`src/rtl/mem_arbiter_pkg.sv`:
```
// Shared definitions for the two-master data-port arbiter in front of `mem`.
// State encodings and master IDs are also used by the loader/DMA side.
package mem_arbiter_pkg;

    typedef enum logic [2:0] {
        IDLE  = 3'd0,
        ACC0  = 3'd1,
        ACC1  = 3'd2,
        HOLD0 = 3'd3,
        HOLD1 = 3'd4
    } arb_state_t;

    localparam logic M_CPU = 1'b0;   // CPU load/store unit
    localparam logic M_LDR = 1'b1;   // UART boot loader / DMA engine

    // True in the single cycle an access is driven onto the mem port.
    function automatic logic is_acc(arb_state_t s);
        return (s == ACC0) || (s == ACC1);
    endfunction

endpackage

```
`src/rtl/mem_arbiter_pick2.sv`:
```
// Combinational two-way picker used by mem_arbiter in IDLE.
// prio_mode=1 gives master 0 every tie; otherwise ties go to the
// master that did not own the port last.
module arb_pick2
    import mem_arbiter_pkg::*;
(
    input  logic req0,
    input  logic req1,
    input  logic last_owner,
    input  logic prio_mode,
    output logic valid,
    output logic winner
);

    // Pick a winner among the active requests.
    always_comb begin
        valid  = req0 | req1;
        winner = M_CPU;
        if (req0 && req1) begin
            winner = prio_mode ? M_CPU : ~last_owner;
        end else if (req1) begin
            winner = M_LDR;
        end
    end

endmodule

```
`src/rtl/mem_arbiter.sv`:
```
// Shares the data-side port of `mem` between the CPU (master 0) and the
// loader/DMA engine (master 1). Round-robin with a bounded lock for
// read-modify-write sequences. Optional build macro MEM_ARB_CPU_PRIO_EN
// switches IDLE arbitration to fixed priority for master 0.
//
// Handshake: a master raises reqX with stable fields and holds them until it
// sees gntX (a one-cycle pulse in the cycle the access hits mem); it may
// change req/fields only in the cycle after gnt. Reads return rdata with a
// one-cycle rvalidX pulse in the cycle after gnt.
module mem_arbiter
    import mem_arbiter_pkg::*;
#(
    parameter int ADDR_W   = 16,
    parameter int DATA_W   = 32,
    parameter int MAX_LOCK = 8
) (
    input  logic              clk,
    input  logic              reset,
    input  logic              req0,
    input  logic              req1,
    input  logic              we0,
    input  logic              we1,
    input  logic [ADDR_W-1:0] addr0,
    input  logic [ADDR_W-1:0] addr1,
    input  logic [DATA_W-1:0] wdata0,
    input  logic [DATA_W-1:0] wdata1,
    input  logic              lock0,
    input  logic              lock1,
    output logic              gnt0,
    output logic              gnt1,
    output logic              rvalid0,
    output logic              rvalid1,
    output logic [DATA_W-1:0] rdata,
    output logic              lock_err,
    output logic              mem_we,
    output logic [ADDR_W-1:0] mem_addr,
    output logic [DATA_W-1:0] mem_wdata,
    input  logic [DATA_W-1:0] mem_rdata,
    output logic [2:0]        dbg_state
);

    localparam int CNT_W = $clog2(MAX_LOCK) + 1;

    arb_state_t        state;
    arb_state_t        state_nxt;
    logic              last_owner;
    logic [CNT_W-1:0]  lock_cnt;

    logic              lat_we;
    logic              lat_lock;
    logic [ADDR_W-1:0] lat_addr;
    logic [DATA_W-1:0] lat_wdata;

    logic              load_en;
    logic              load_sel;
    logic              in_acc;
    logic              acc_owner;
    logic              lock_last;
    logic              pick_valid;
    logic              pick_winner;
    logic              prio_mode;

`ifdef MEM_ARB_CPU_PRIO_EN
    assign prio_mode = 1'b1;
`else
    assign prio_mode = 1'b0;
`endif

    arb_pick2 u_pick (
        .req0       (req0),
        .req1       (req1),
        .last_owner (last_owner),
        .prio_mode  (prio_mode),
        .valid      (pick_valid),
        .winner     (pick_winner)
    );

    assign in_acc    = is_acc(state);
    assign acc_owner = (state == ACC1);
    // This access is the last one the lock budget allows.
    assign lock_last = (lock_cnt == CNT_W'(MAX_LOCK - 1));

    // Next state and request-latch enable.
    always_comb begin
        state_nxt = state;
        load_en   = 1'b0;
        load_sel  = M_CPU;
        case (state)
            IDLE: begin
                if (pick_valid) begin
                    load_en   = 1'b1;
                    load_sel  = pick_winner;
                    state_nxt = (pick_winner == M_LDR) ? ACC1 : ACC0;
                end
            end
            ACC0, ACC1: begin
                if (lat_lock && !lock_last) begin
                    state_nxt = acc_owner ? HOLD1 : HOLD0;
                end else begin
                    state_nxt = IDLE;
                end
            end
            HOLD0: begin
                if (req0) begin
                    load_en   = 1'b1;
                    load_sel  = M_CPU;
                    state_nxt = ACC0;
                end
            end
            HOLD1: begin
                if (req1) begin
                    load_en   = 1'b1;
                    load_sel  = M_LDR;
                    state_nxt = ACC1;
                end
            end
            default: state_nxt = IDLE;
        endcase
    end

    // State register, round-robin history and lock budget counter.
    always_ff @(posedge clk or posedge reset) begin
        if (reset) begin
            state      <= IDLE;
            last_owner <= M_LDR;
            lock_cnt   <= '0;
        end else begin
            state <= state_nxt;
            if (in_acc) begin
                last_owner <= acc_owner;
                if (!lat_lock || lock_last) begin
                    lock_cnt <= '0;
                end else begin
                    lock_cnt <= lock_cnt + CNT_W'(1);
                end
            end
        end
    end

    // Capture the winning master's request fields when it is accepted.
    always_ff @(posedge clk or posedge reset) begin
        if (reset) begin
            lat_we    <= 1'b0;
            lat_lock  <= 1'b0;
            lat_addr  <= '0;
            lat_wdata <= '0;
        end else if (load_en) begin
            lat_we    <= load_sel ? we1    : we0;
            lat_lock  <= load_sel ? lock1  : lock0;
            lat_addr  <= load_sel ? addr1  : addr0;
            lat_wdata <= load_sel ? wdata1 : wdata0;
        end
    end

    // Registered read response and forced-release pulse.
    always_ff @(posedge clk or posedge reset) begin
        if (reset) begin
            rdata    <= '0;
            rvalid0  <= 1'b0;
            rvalid1  <= 1'b0;
            lock_err <= 1'b0;
        end else begin
            rvalid0  <= (state == ACC0) && !lat_we;
            rvalid1  <= (state == ACC1) && !lat_we;
            lock_err <= in_acc && lat_lock && lock_last;
            if (in_acc && !lat_we) begin
                rdata <= mem_rdata;
            end
        end
    end

    // mem port follows the latched request; address/data hold between accesses.
    assign gnt0      = (state == ACC0);
    assign gnt1      = (state == ACC1);
    assign mem_we    = in_acc && lat_we;
    assign mem_addr  = lat_addr;
    assign mem_wdata = lat_wdata;
    assign dbg_state = state;

endmodule
```
`config.mk`:
```
export PLATFORM = sky130hd
export DESIGN_NAME = mem_arbiter
export DESIGN_NICKNAME = d
export VERILOG_FILES = /design/src/rtl/mem_arbiter_pkg.sv /design/src/rtl/mem_arbiter_pick2.sv /design/src/rtl/mem_arbiter.sv
export SDC_FILE = /design/constraint.sdc
export NUM_CORES = 1
export LEC_CHECK = 0
export CAP_MARGIN = 30
export CORE_ASPECT_RATIO = 0.8
export CORE_UTILIZATION = 43
export DETAILED_ROUTE_END_ITERATION = 8
export GPL_ROUTABILITY_DRIVEN = 0
export PLACE_DENSITY = 0.83
export SKIP_LAST_GASP = 1
export SYNTH_ARGS = -nofsm -noshare
export SYNTH_HDL_FRONTEND = slang
export SYNTH_SLANG_ARGS = --single-unit
```
`constraint.sdc`:
```
create_clock -name clk -period 5.2 [get_ports clk]
set_clock_uncertainty 0.2 [all_clocks]
set_input_delay 1.04 -clock clk [delete_from_list [all_inputs] [get_ports clk]]
set_output_delay 1.04 -clock clk [all_outputs]
set_load 0.005 [all_outputs]
```
**Word level (Yosys, flattened, before mapping)**

Cells that the tools add are included.

- Register bits: 93
- Input port bits: 136
- Output and inout port bits: 89
- Word-level logic and storage cells: 57

- Add/sub/neg operators: 1
- Equal/unequal tests: 8
- Muxes and demuxes: 19
- Bitwise operators: 2
- Reduce and logical (&&, ||, !) cells: 16

Operators with widths:

| kind | number |
|---|---|
| 32-bit 2-to-1 mux | 1 |
| 16-bit 2-to-1 mux | 1 |
| 3-bit 2-to-1 mux | 5 |
| 3-bit case mux with 4 select lines | 1 |
| 1-bit logical AND | 8 |
| 1-bit 2-to-1 mux | 7 |
| 3-bit by 2-bit equality test with 1-bit output (second input constant) | 2 |
| 2-bit != test (second input constant) | 3 |
| 4-bit by 1-bit adder with 4-bit output (second input constant) | 1 |
| 4-bit by 3-bit equality test with 1-bit output (second input constant) | 1 |
| 4-bit 2-to-1 mux | 1 |
| 3-bit by 1-bit equality test with 1-bit output (second input constant) | 1 |
| 3-bit equality test (second input constant) | 1 |
| 1-bit logical NOT | 3 |
| 3-bit logical NOT | 1 |
| 1-bit case mux with 3 select lines | 1 |
| 3-bit AND reduction | 1 |
| 1-bit logical OR | 2 |
| 2-bit 2-to-1 mux | 1 |
| 1-bit case mux with 2 select lines | 1 |
| 2-bit OR reduction | 1 |
| 1-bit NOT | 1 |
| 1-bit bitwise OR | 1 |

**Longest topological paths before layout**

- Depth after elaboration: 5
- Depth in mapped cells: 6
- Gate-level depth less buffers: 5

**Cells and area by module**

Synthesis repeated with hierarchy kept, for this count alone.

- Cell total of the unflattened synthesis: 481
- Area, all modules: 4833.4 um^2

Modules (own cells, without submodules):

| module | instances | cells an instance | area an instance (um^2) |
|---|---|---|---|
| mem_arbiter | 1 | 478 | 4815.9 |
| arb_pick2 | 1 | 3 | 17.5 |

**Worst setup path after synthesis**

OpenSTA, ideal clock, no wires.

- Kind: input -> register
- From: input port req0
- To: register lat_addr[11], in the netlist mem_addr[11]
- Arrival time: 2010 ps
- Required time: 4875 ps
- Setup slack: 2866 ps
- Cell stages on the path: 5
- Buffers on the path: 1
- Cell sequence: nand3b_1 -> nand3_4 -> buf_6 -> mux2_1 -> mux2_2

- Longest elaborated chain between the ends: 5

Ends and longest elaborated chain:

| element | line | RTL |
|---|---|---|
| from (decl) | mem_arbiter.sv:19 | `input logic req0,` |
| 1-bit logical AND | mem_arbiter_pick2.sv:19 | `if (req0 && req1) begin` |
| 1-bit 2-to-1 mux | mem_arbiter_pick2.sv:19 |  |
| 1-bit 2-to-1 mux | mem_arbiter.sv:90 | `if (pick_valid) begin` |
| 1-bit case mux with 2 select lines | mem_arbiter.sv:88 | `case (state)` |
| 16-bit 2-to-1 mux | mem_arbiter.sv:150 | `lat_addr <= load_sel ? addr1 : addr0;` |
| to (signal assigned) | mem_arbiter.sv:150 |  |
| to (decl) | mem_arbiter.sv:51 | `logic [ADDR_W-1:0] lat_addr;` |

Parallel ways exist; a longest one is shown, timed or not.
A chain may end at the register's enable or synchronous reset.

**Final worst setup path**

- From: register state[1], in the netlist dbg_state[1]
- To: output port mem_we

- Longest elaborated chain between the ends: 3

Ends and longest elaborated chain:

| element | line | RTL |
|---|---|---|
| from (decl) | mem_arbiter.sv:44 | `arb_state_t state;` |
| from (signal assigned) | mem_arbiter.sv:128 | `state <= state_nxt;` |
| 3-bit by 1-bit equality test with 1-bit output or 3-bit by 2-bit equality test with 1-bit output (tied branches) | mem_arbiter_pkg.sv:18 | `return (s == ACC0) \|\| (s == ACC1);` |
| 1-bit logical OR (*) | mem_arbiter_pkg.sv:18 |  |
| 1-bit logical AND (*) | mem_arbiter.sv:175 | `assign mem_we = in_acc && lat_we;` |
| to (decl) | mem_arbiter.sv:35 | `output logic mem_we,` |

Mark *: on every way between the ends. The rest lies on a longest branch, timed or not.

==> impl_metrics.tcl <==
set metrics [dict create \
    cp_slowest_cell "dfrtp_1" \
    cts_setup_buffers 0 \
    min_path_cells 2 \
    clock_path_buffers 2 \
    crit_chain "xor2_1 -> nand2_1 -> nor2_1 -> clkdlybuf4s50_1" \
    synthCells 289 \
    crit_path_start_kind "register" \
    clkSinkCount 93 \
    crit_required_ps 3960 \
    overflow 0 \
    max_stage_delay_ps 630 \
    ir_worst_vdd_mv 0.291 \
    slew_headroom_pct 40.7 \
    finalSetupViolCount 0 \
    ys_seq_elements 93 \
    grt_pass1_wl_mm 16.6 \
    crit_family "flip-flops" \
    synth-async-reset-ratio_pct 100 \
    rsz0062_at_grt "false" \
    path_class "reg2out" \
    vias_per_cell 4.87 \
    die_height_um 92.7 \
    worstPathArrival_ps 2080 \
    worst-path-stages 4 \
    dpl.hpwl_mm 8.05 \
    finalNetCount 649 \
    synth_area_per_cell_um2 15.3 \
    drtPass1Iterations 4 \
    yosysTopAreaCellShare_pct 52.1 \
    pwr_density_cell_nw_per_um2 550 \
    total_power_mw 3.84 \
    status "finished clean" \
    routedWlPerCell_um 16.5 \
    row_count 32 \
    coreArea_um2 9810 \
    ys.flop_type "dfrtp_1" \
    ant_nets 0 \
    p_leak_nw 2.99 \
    cts.hold.buffers_added 0 \
    grt_max_degree 52 \
    place_worst_setup_slack_ps 1510 \
    area_growth_pct 58.3 \
    syn_area_um2 4420 \
    pin_count 225 \
    crit_fanout 14 \
    cts-buffers-inserted 9 \
    synth_commonest_cells "dfrtp_1, mux2_2, mux2_4" \
    cts_tree "done" \
    synth_edf_count 0 \
    drt_iter0_markers 96 \
    yosysMostFrequentCell "dfrtp_1" \
    grt_pass1_vias 3382 \
    end_kind "output pin" \
    start_util_pct 45.0 \
    drive_gt1_share_pct 24.2 \
    layout_worst_path_cycle_share_pct 63.8 \
    place_area_um2 6680 \
    design_area_um2 6990 \
    cts.reportedPaths.clkPinSlew_ps 60 \
    setup_ws_ps 1880 \
    cts_resized 0 \
    maxCapViolations 0 \
    n_antenna_cell 0 \
    grt_util_all_layers_pct 20.6 \
    min_period_ps 3320 \
    synth_top_area_cell "dfrtp_1" \
    ys_warn_count 0 \
    hold_class "reg2reg" \
    synth_cell_type_count 33 \
    place_inst 636 \
    die-area_um2 10700 \
    hold_viol_final 0 \
    die_w_um 115 \
    routed_wl_mm 10.8 \
    crit_buf_inv 1 \
    drv_slew 0 \
    fmax_ghz 0.301 \
    stdcell_count 653 \
    ctsHtreeMaxLevel 3 \
    root_buffer "clkbuf_16" \
    tns_ps 0 \
    synth_fp_nets 426 \
    worst_pin_slew_ps 888 \
    synth_seq_area_share_pct 52.7 \
    port_buffers 224 \
    vias 3177 \
    remaining_drc_errors 0 \
    clock_latency_ps 330 \
    yosys-top-cells-area "dfrtp_1, mux2_2, mux2_4" \
    r2r_cells 4 \
    antenna_found_initial 0 \
]
==> where the power goes <==
| group | leakage (nW) | total, mW | switching (mW) | internal, mW |
|---|---|---|---|---|
| clock | 0.139 | 0.608 | 0.269 | 0.338 |
| sequential | 1.10 | 1.31 | 0.207 | 1.10 |
| combinational | 1.75 | 1.93 | 0.660 | 1.27 |
| total | 2.99 | 3.84 | 1.14 | 2.71 |
==> cell type report <==
| type | count | area (um2) |
|---|---|---|
| clock inverter | 5 | 36.3 |
| tap | 136 | 170 |
| multi-input combinational | 177 | 1910 |
| timing repair buffer | 228 | 2290 |
| fill | 710 | 2820 |
| clock buffer | 11 | 243 |
| inverter | 3 | 12.5 |
| sequential | 93 | 2330 |
==> worst paths after layout <==
check                             start          to  slack (ps)
max                        dbg_state[1]      mem_we        1880
min reg2reg                  last_owner  last_owner         280
min in group asynchronous         reset    rdata[2]         810
max in group asynchronous         reset  last_owner        3150
max reg2reg                dbg_state[1]   rdata[23]        2660
min                          last_owner  last_owner         280
==> cell families after synthesis <==
family          synth area share [%]
mux                             37.3
flops                           52.7
simple gates                    3.77
buf+inv                         4.11
compound gates                  1.67
xor+xnor                       0.198
fa+ha+maj                      0.283
==> worst reg2reg max path, delay by kind of cell (launching register included) <==
family / cells / cell delay [ps]
simple gates: 2 / 960
flops: 1 / 630
mux: 1 / 410
xor+xnor: 1 / 220
==> state kept, by name, indices dropped and copies added, names as in the netlist <==
register / count
last_owner: 1
lock_cnt: 4
rvalid1: 1
lat_lock: 1
mem_addr: 16
mem_wdata: 32
dbg_state: 3
lock_err: 1
rvalid0: 1
lat_we: 1
rdata: 32
==> per-stage QoR <==
step                utilization (%)  hold WS (ps)
detailed placement             68.1           274
CTS                            71.0           286
global route                   71.3           292
floorplan                         -           245
global placement               68.1           256
finish                         71.3           283
==> placed cells by master (no fill, tap or decap), drive strengths merged <==
| cell | Yosys | layout |
|---|---|---|
| clkdlybuf4s50 | 0 | 224 |
| mux2 | 132 | 132 |
| dfrtp | 92 | 92 |
| clkbuf | 0 | 11 |
| nand2 | 7 | 7 |
| nor2 | 7 | 7 |
| o21ai | 6 | 6 |
| clkinv | 0 | 6 |
| buf | 16 | 4 |
| nand3 | 3 | 3 |
| nand3b | 2 | 2 |
| a21oi | 2 | 2 |
| a22o | 2 | 2 |
| and2 | 2 | 2 |
| nor3 | 2 | 2 |
| mux2i | 2 | 2 |
| inv | 3 | 2 |
| o32a | 1 | 1 |
| xor2 | 1 | 1 |
| nand4 | 1 | 1 |
| nor2b | 1 | 1 |
| nand2b | 1 | 1 |
| and3 | 1 | 1 |
| nor3b | 1 | 1 |
| or2 | 1 | 1 |
| a31oi | 1 | 1 |
| ha | 1 | 1 |
| dfstp | 1 | 1 |
==> metal layers <==
| layer | share of wire (%) | GRT usage [%] | up-vias |
|---|---|---|---|
| met1 | 38 | 22.2 | 1557 |
| met4 | 0.89 | 5.19 | 0 |
| met3 | 9.4 | 7.85 | 6 |
| met5 | 0 | 0 | - |
| met2 | 52 | 37.5 | 135 |
| li1 | - | - | 1479 |
No activity file was read; power rests on OpenSTA's default activity.
